<file path="src/rtl/mdm_pkg.sv">
// Shared types and helpers for the MDM message path: FSM state encoding and
// a width helper that never returns zero.
package mdm_pkg;

  typedef enum logic {ST_IDLE, ST_XFER} state_e;

  function automatic int clog2(input int n);
    int r;
    r = 1;
    for (int i = 1; i < 32; i++)
      if ((1 << i) < n) r = i + 1;
    return r;
  endfunction

endpackage

</file>
<file path="src/rtl/uart_tx_arbiter_rr_pick.sv">
// Rotate-priority selector: picks the first requester above last_i, wrapping
// modulo NUM_REQ, and reports it both one-hot and as an index.
module rr_pick #(
  parameter int NUM_REQ = 4,
  parameter int IW      = 2
) (
  input  logic [NUM_REQ-1:0] req_i,
  input  logic [IW-1:0]      last_i,
  output logic [NUM_REQ-1:0] pick_o,
  output logic [IW-1:0]      pick_idx_o
);

  logic found;

  always_comb begin
    pick_o     = '0;
    pick_idx_o = '0;
    found      = 1'b0;
    // last_i itself is searched last, so a lone requester can win again
    for (int i = 1; i <= NUM_REQ; i++) begin
      if (!found && req_i[(int'(last_i) + i) % NUM_REQ]) begin
        found                                       = 1'b1;
        pick_o[(int'(last_i) + i) % NUM_REQ]        = 1'b1;
        pick_idx_o                                  = IW'((int'(last_i) + i) % NUM_REQ);
      end
    end
  end

endmodule

</file>
<file path="src/rtl/uart_tx_arbiter.sv">
// Round-robin arbiter sharing one AXI-Stream byte sink between NUM_REQ sources;
// a grant lasts one packet, MAX_BURST beats, or until the owner idles too long.
module uart_tx_arbiter
  import mdm_pkg::*;
#(
  parameter int NUM_REQ      = 4,
  parameter int MAX_BURST    = 16,
  parameter int IDLE_TIMEOUT = 1024
) (
  input  logic                 clk,
  input  logic                 rst,
  input  logic [8*NUM_REQ-1:0] s_tdata,
  input  logic [NUM_REQ-1:0]   s_tvalid,
  input  logic [NUM_REQ-1:0]   s_tlast,
  output logic [NUM_REQ-1:0]   s_tready,
  output logic [7:0]           m_tdata,
  output logic                 m_tvalid,
  input  logic                 m_tready,
  output logic [NUM_REQ-1:0]   grant,
  output logic                 timeout
);

  localparam int IW = clog2(NUM_REQ);

  state_e             state_q, state_d;
  logic [NUM_REQ-1:0] grant_q, grant_d;
  logic [IW-1:0]      gidx_q, gidx_d;
  logic [IW-1:0]      last_q, last_d;
  logic [7:0]         beat_cnt_q, beat_cnt_d;
  logic [15:0]        idle_cnt_q, idle_cnt_d;
  logic               timeout_q, timeout_d;

  logic [NUM_REQ-1:0] pick;
  logic [IW-1:0]      pick_idx;
  logic               in_xfer, own_vld, own_last, beat;
  logic [7:0]         own_data;

  rr_pick #(.NUM_REQ(NUM_REQ), .IW(IW)) u_pick (
    .req_i      (s_tvalid),
    .last_i     (last_q),
    .pick_o     (pick),
    .pick_idx_o (pick_idx)
  );

  assign in_xfer  = (state_q == ST_XFER);
  assign own_vld  = s_tvalid[gidx_q];
  assign own_last = s_tlast[gidx_q];
  assign own_data = s_tdata[{gidx_q, 3'b000} +: 8];

  assign m_tvalid = in_xfer & own_vld;
  assign m_tdata  = in_xfer ? own_data : 8'h00;
  assign s_tready = in_xfer ? (grant_q & {NUM_REQ{m_tready}}) : '0;
  assign grant    = grant_q;
  assign timeout  = timeout_q;
  assign beat     = m_tvalid & m_tready;

  always_comb begin
    state_d    = state_q;
    grant_d    = grant_q;
    gidx_d     = gidx_q;
    last_d     = last_q;
    beat_cnt_d = beat_cnt_q;
    idle_cnt_d = idle_cnt_q;
    timeout_d  = 1'b0;
    case (state_q)
      ST_IDLE: begin
        if (|s_tvalid) begin
          grant_d    = pick;
          gidx_d     = pick_idx;
          beat_cnt_d = '0;
          idle_cnt_d = '0;
          state_d    = ST_XFER;
        end
      end
      ST_XFER: begin
        if (beat) begin
          beat_cnt_d = beat_cnt_q + 8'd1;
          idle_cnt_d = '0;
          // tlast and the burst cap on the same beat collapse into one release
          if (own_last || (beat_cnt_q + 8'd1 == 8'(MAX_BURST))) begin
            state_d = ST_IDLE;
            grant_d = '0;
            last_d  = gidx_q;
          end
        end else if (own_vld) begin
          idle_cnt_d = '0;
        end else if (idle_cnt_q == 16'(IDLE_TIMEOUT - 1)) begin
          timeout_d = 1'b1;
          state_d   = ST_IDLE;
          grant_d   = '0;
          last_d    = gidx_q;
        end else begin
          idle_cnt_d = idle_cnt_q + 16'd1;
        end
      end
      default: state_d = ST_IDLE;
    endcase
  end

  always_ff @(posedge clk or posedge rst) begin
    if (rst) begin
      state_q    <= ST_IDLE;
      grant_q    <= '0;
      gidx_q     <= '0;
      last_q     <= IW'(NUM_REQ - 1);
      beat_cnt_q <= '0;
      idle_cnt_q <= '0;
      timeout_q  <= 1'b0;
    end else begin
      state_q    <= state_d;
      grant_q    <= grant_d;
      gidx_q     <= gidx_d;
      last_q     <= last_d;
      beat_cnt_q <= beat_cnt_d;
      idle_cnt_q <= idle_cnt_d;
      timeout_q  <= timeout_d;
    end
  end

endmodule

</file>
<file path="config.mk">
export PLATFORM = sky130hd
export DESIGN_NAME = uart_tx_arbiter
export DESIGN_NICKNAME = d
export VERILOG_FILES = /design/src/rtl/mdm_pkg.sv /design/src/rtl/uart_tx_arbiter_rr_pick.sv /design/src/rtl/uart_tx_arbiter.sv
export SDC_FILE = /design/constraint.sdc
export NUM_CORES = 1
export LEC_CHECK = 0
export BUFFER_PORTS_ARGS = -buffer_cell sky130_fd_sc_hd__buf_2
export CORE_ASPECT_RATIO = 1.2
export CORE_UTILIZATION = 40
export CTS_BUF_LIST = sky130_fd_sc_hd__clkbuf_4 sky130_fd_sc_hd__clkbuf_8 sky130_fd_sc_hd__clkbuf_16
export CTS_CLUSTER_DIAMETER = 40
export DETAILED_ROUTE_END_ITERATION = 8
export SLEW_MARGIN = 20
export SYNTH_ARGS = -nofsm -noshare
export SYNTH_HDL_FRONTEND = slang
export SYNTH_SLANG_ARGS = --single-unit
export TNS_END_PERCENT = 50
</file>
<file path="constraint.sdc">
create_clock -name clk -period 3.1 [get_ports clk]
set_input_delay 0.93 -clock clk [delete_from_list [all_inputs] [get_ports clk]]
set_output_delay 0.93 -clock clk [all_outputs]
set_load 0.02 [all_outputs]
</file>
* Yosys cells after proc, flatten, opt, wreduce, memory -nomap -nowiden
Cells that the tools add are included.
** Storage, ports and cells
- Input bits :: 43
- Flip-flop bits (word level) :: 94
- Output and inout bits :: 18
** Operators by class
- Reductions and logical operators :: 22
- Eq/ne operators :: 10
- $add $sub $neg :: 6
- Order comparisons :: 9
- Shifts and indexed selects :: 1
- Multiplexer cells :: 65
- Bitwise logic cells :: 11
** Operators with widths (number)
- 2-to-1 mux 32 bit :: 8
- adder 32 x 3 -> 32 bit, second input constant :: 2
- 2-to-1 mux 16 bit :: 4
- 2-to-1 mux 4 bit :: 10
- indexed part select 32 x 36 -> 8 bit :: 1
- adder 32 x 2 -> 32 bit, second input constant :: 1
- adder 32 x 4 -> 32 bit, second input constant :: 1
- < comparator 32 x 3 -> 1 bit, second input constant :: 1
- one-hot mux 16 bit (2 select lines) :: 1
- 2-to-1 mux 1 bit :: 26
- 2-to-1 mux 8 bit :: 3
- adder 16 x 1 -> 16 bit, second input constant :: 1
- == test 16 x 10 -> 1 bit, second input constant :: 1
- < comparator 3 x 4 -> 1 bit, second input constant :: 4
- one-hot mux 8 bit (2 select lines) :: 1
- binary-select mux 1 bit (select 2 bit) :: 6
- >= comparator 3 x 1 -> 1 bit, second input constant :: 4
- OR 4 bit :: 3
- adder 8 x 1 -> 8 bit, second input constant :: 1
- demux 1 bit (select 2 bit) :: 4
- == test 8 x 5 -> 1 bit, second input constant :: 1
- one-hot mux 4 bit (2 select lines) :: 1
- AND reduction 4 bit :: 2
- OR reduction 2 bit :: 4
- 15 further kinds :: 33

* Depth between registers and ports, before layout
- Word-level depth :: 18
- Gate-level depth with buffers :: 10
- Depth with buffers taken out :: 8

* By module
Synthesis repeated with hierarchy kept, for this count alone.
** Second synthesis, totals
- Cells, all modules :: 463
- Area, all modules :: 5381.4 um2
** By module, submodules not included
- uart_tx_arbiter :: area each 4529.3 um2, times used 1, cells an instance 353
- rr_pick :: area each 852.1 um2, times used 1, cells an instance 110

* Worst setup path after synthesis
Ideal clock, no wire load.
- Kind :: reg-to-reg
- Start :: reg last_q[1]
- End :: reg grant_q[1], in the netlist grant[1]
- Buffers on the path :: 2
- Clock period less this slack :: 2681 ps
- Cell stages (with the launch flop) :: 10
- Required time :: 2974 ps
- Arrival time :: 2555 ps
- Setup slack :: 419 ps
- Setup time :: 126 ps
- Path through :: dfstp_2 > buf_4 > inv_1 > ha_1 > buf_6 > mux4_2 > a21boi_4 > a222oi_1 > nor2_1 > a221o_1
** Between the ends
- Word-level cells in the longest chain between the ends :: 16
- Elaborated cells between the ends (all ways) :: 62
- Those cells by class :: 4 x add/sub; 8 x order compare; 29 x mux; 7 x bitwise; 14 x reduce/logical
** RTL lines
- start: declaration :: line uart_tx_arbiter.sv:28 : logic [IW-1:0] last_q, last_d;
- start signal: assignment :: line uart_tx_arbiter.sv:105 : last_q <= IW'(NUM_REQ - 1);
- start signal: assignment :: line uart_tx_arbiter.sv:113 : last_q <= last_d;
- adder 32 x 2 -> 32 bit :: line uart_tx_arbiter_rr_pick.sv:21, uart_tx_arbiter_rr_pick.sv:23
- OR reduction 2 bit (no line) or binary-select mux 1 bit (select 2 bit) (tied branches)
- AND 1 bit (no line) or 2-to-1 mux 1 bit (tied branches)
- < comparator 3 x 4 -> 1 bit (not written as such) (tied with other cells) :: line uart_tx_arbiter_rr_pick.sv:23 : pick_o[(int'(last_i) + i) % NUM_REQ] = 1'b1;
- logical AND 1 bit (not written as such) or 2-to-1 mux 1 bit (tied branches) :: line uart_tx_arbiter_rr_pick.sv:23, uart_tx_arbiter_rr_pick.sv:21
- 2-to-1 mux 1 bit (not written as such) or logical NOT 1 bit (tied branches) :: line uart_tx_arbiter_rr_pick.sv:23, uart_tx_arbiter_rr_pick.sv:21
- demux 1 bit (select 2 bit) or logical AND 1 bit (tied branches)
- 2-to-1 mux 4 bit or 2-to-1 mux 1 bit (tied branches) :: line uart_tx_arbiter_rr_pick.sv:21 : if (!found && req_i[(int'(last_i) + i) % NUM_REQ]) begin
- OR 4 bit (no line) or logical NOT 1 bit (tied branches)
- 2-to-1 mux 4 bit or logical AND 1 bit (tied branches) :: line uart_tx_arbiter_rr_pick.sv:21
- OR 4 bit (no line) or 2-to-1 mux 1 bit (tied branches)
- 2-to-1 mux 4 bit or logical NOT 1 bit (tied branches) :: line uart_tx_arbiter_rr_pick.sv:21
- OR 4 bit (no line) or logical AND 1 bit (tied branches)
- 2-to-1 mux 4 bit * :: line uart_tx_arbiter_rr_pick.sv:21
- 2-to-1 mux 4 bit * :: line uart_tx_arbiter.sv:67 : if (|s_tvalid) begin
- one-hot mux 4 bit (2 select lines) * :: line uart_tx_arbiter.sv:65 : case (state_q)
- end signal: assignment :: line uart_tx_arbiter.sv:111 : grant_q <= grant_d;
- end: declaration :: line uart_tx_arbiter.sv:26 : logic [NUM_REQ-1:0] grant_q, grant_d;
Every way passes the cells marked *; elsewhere a longest branch is shown, timed or not. The select of a mux whose other input is x is not followed.
A chain may end at the register's enable or synchronous reset.

* Worst setup path in the final report
- Start :: in s_tvalid[2]
- End :: out m_tvalid
** Between the ends
- Word-level cells in the longest chain between the ends :: 3
** RTL lines
- start: declaration :: line uart_tx_arbiter.sv:13 : input logic [NUM_REQ-1:0] s_tvalid,
- binary-select mux 1 bit (select 2 bit) :: line uart_tx_arbiter.sv:46 : assign own_vld = s_tvalid[gidx_q];
- 2-to-1 mux 1 bit (not written as such) :: line uart_tx_arbiter.sv:46
- AND 1 bit :: line uart_tx_arbiter.sv:50 : assign m_tvalid = in_xfer & own_vld;
- end: declaration :: line uart_tx_arbiter.sv:17 : output logic m_tvalid,
No other way between the ends. The select of a mux whose other input is x is not followed.

==> metrics <==
synth warn 0; routability cong. ~0.84; startpoint types input pin; critical setup path kind in -> out; EDFF count, synth 0; Rows 32; Core Area 0.006526 mm^2; Post-Syn Instances between 200 and 300; Slew Viols, Final 0; sequential-to-total area share from yosys stat 0.3289; Die Wd 77.64 um; Area Overhead vs Synth 18.09%; crit end category primary output; TritonCTS clock tree done; Final Hold Fails 0; Worst R2R Path Depth 7; Mapped Area roughly 0.0027 mm^2; most frequent cells in the layout buf_2, dfrtp_1, nor2_1; first-pass GRT wire length 10570 um; crit-path max FO 12; initial antenna violation count 0; Async SR Flop Fraction 1.000; initial core utilization 0.4208; Final #Nets about 400; DRT Wirelength roughly 6100 um; Post-CTS Hold Buffers 0; syn nets ~340; clk slew on worst S/H paths 0.07 ns; leakage power between 1 and 1.5 nW; largest net degree at the start of global routing 37; status complete, no violations; Main synth FF type dfrtp_1; GR Overflow Total 0; Worst-Margin Slew between 0.4 and 0.5 ns; FMAX around 340 MHz; post-CTS setup buffer count 0; # port buffers 60; DP Area around 0.0031 mm^2; gr usage total 0.1831; Diodes inserted 0; Die Ht 92.77 um; CTS max path bufs 2; Max VDD drop about 0.43 mV; post-synth cell types 60; min cycle time layout 2.912 ns; Critical Path AT about 2.0 ns; Post-CTS Resized 0; detailed placer's ending HPWL around 4700 um; CTS Root Buffer Type clkbuf_8; DR WL/cell about 14 um; IO Pins approximately 60; H-tree depth 2; DRT iter0 DRCs 47; Routed Antenna Nets 0; # DRC 0; latest clock arrival within the worst-skew pair 0.28 ns; Die ar. 0.007203 mm^2; synth top area cells dfrtp_1, mux4_2, ha_1; Final setup viols 0; Synth area leader dfrtp_1; setup TNS 0 ns; fin crit share 0.9393; hold depth 2; cell area after layout between 0.003 and 0.004 mm^2; Syn Area/Cell around 9.5 um^2; commonest non-fill, non-tap cell in the layout buf_2; #FFs+latches synth 36; clk sinks 36; first-pass iteration count of the detailed router 5; Synth top area share 0.3098; Tightest Hold Check Type reg -> reg; pwr dens between 800 and 900 mW/mm^2; Worst Skew about 0.0044 ns; MaxCap Viol Count 0; Slew HR 0.6806; CTS Buf Count 5; share of cells above drive strength 1 0.3042; WP data required 2.17 ns; vias in the first global route roughly 2400; routed vias around 2400; final hold slack around 0.5 ns; RSZ-0062 raised after global routing false; vias per cell roughly 5.4
==> layer usage <==
layer | up-vias | global-route usage | share of wire | wire, um
met5 | - | 0 | 0 | 0
met4 | 0 | 0.05346 | 0.013 | 76
met3 | 7 | 0.02956 | 0.042 | 256
met2 | 66 | 0.3296 | 0.52 | 3138
met1 | 1119 | 0.2228 | 0.43 | 2605
li1 | 1200 | - | - | -
==> worst max-delay path, stage by stage <==
cell and delay, ns:
buf_2 0.16, mux4_2 0.56, nand2_1 0.13, inv_1 0.05, buf_2 0.15
==> sequential cells by signal, summed over array words and instances (netlist names) <==
register / flops
idle_cnt_q: 16
beat_cnt_q: 8
last_q: 3
gidx_q: 3
in_xfer: 1
grant: 4
timeout: 1
==> kinds of logic after synthesis <==
| group | Yosys count | share of synthesized area |
|---|---|---|
| multiplexers | 23 | 0.1472 |
| adder cells (fa/ha/maj) | 10 | 0.04556 |
| AO/OA/AOI/OAI | 63 | 0.1558 |
| flip-flops | 36 | 0.3289 |
| XOR/XNOR | 14 | 0.04465 |
| buffers and inverters | 27 | 0.05193 |
| AND/OR/NAND/NOR | 117 | 0.2260 |
==> cell type report <==
class / count / area, um^2
Multi-Input combinational cell: 227 / 1700
Inverter: 12 / 45.04
Clock inverter: 1 / 7.507
Timing Repair Buffer: 72 / 390.4
Fill cell: 644 / 3283
Tap cell: 85 / 106.4
Clock buffer: 7 / 90.09
Sequential cell: 36 / 903.4
==> report_power, final <==
| part | switching, mW | internal, mW |
|---|---|---|
| clock network | 0.164 | 0.189 |
| logic | 0.873 | 0.696 |
| registers | 0.121 | 0.572 |
==> synthesized netlist by cell type, types with 2 or more instances <==
library cell  count
a221o_1           4
nor3b_1           2
o21ai_1           2
mux2_2            6
a31oi_1           3
o22ai_1           2
o211ai_1          4
and4_1            2
or3_1             4
o21ai_0          19
dfrtp_1          34
nor2b_1           8
o31ai_1           2
mux4_2           12
a21oi_1          10
nand2_1          23
nor4_1            2
buf_4             3
dfstp_2           2
xnor2_1          11
mux2i_1           4
buf_6             3
clkbuf_1          3
a222oi_1          2
nor3_1            4
buf_2             5
xor2_1            3
ha_1             10
nand4_1           4
and3_1            9
nand3_1          12
a311oi_1          2
nand2b_1          3
a211oi_1          2
a32oi_1           2
inv_1            12
nor2_1           32
==> path summary, 6_finish.rpt <==
kind,start,slack [ns],to
worst max-delay path,s_tvalid[2],0.19,m_tvalid
worst min-delay path,gidx_q[30],0.49,gidx_q[30]
worst max register to register,last_q[0],0.69,grant[1]
worst min register to register,gidx_q[30],0.49,gidx_q[30]
max in group asynchronous,rst,2.00,last_q[0]
min in group asynchronous,rst,0.75,idle_cnt_q[6]
==> through the flow <==
| stage | std cells | total power, mW | setup slack (ns) | util |
|---|---|---|---|---|
| 2_1_floorplan | 290 | 1.891 | 0.4195 | - |
| 3_3_place_gp | 432 | 2.271 | 0.1911 | 0.4820 |
| 3_5_place_dp | 432 | 2.277 | 0.1857 | 0.4820 |
| 4_1_cts | 440 | 2.648 | 0.1862 | 0.4969 |
| 5_1_grt | 440 | 2.834 | 0.1356 | 0.4969 |
| 6_report | 440 | 2.616 | 0.1880 | 0.4969 |
No activity file was read; power rests on OpenSTA's default activity.
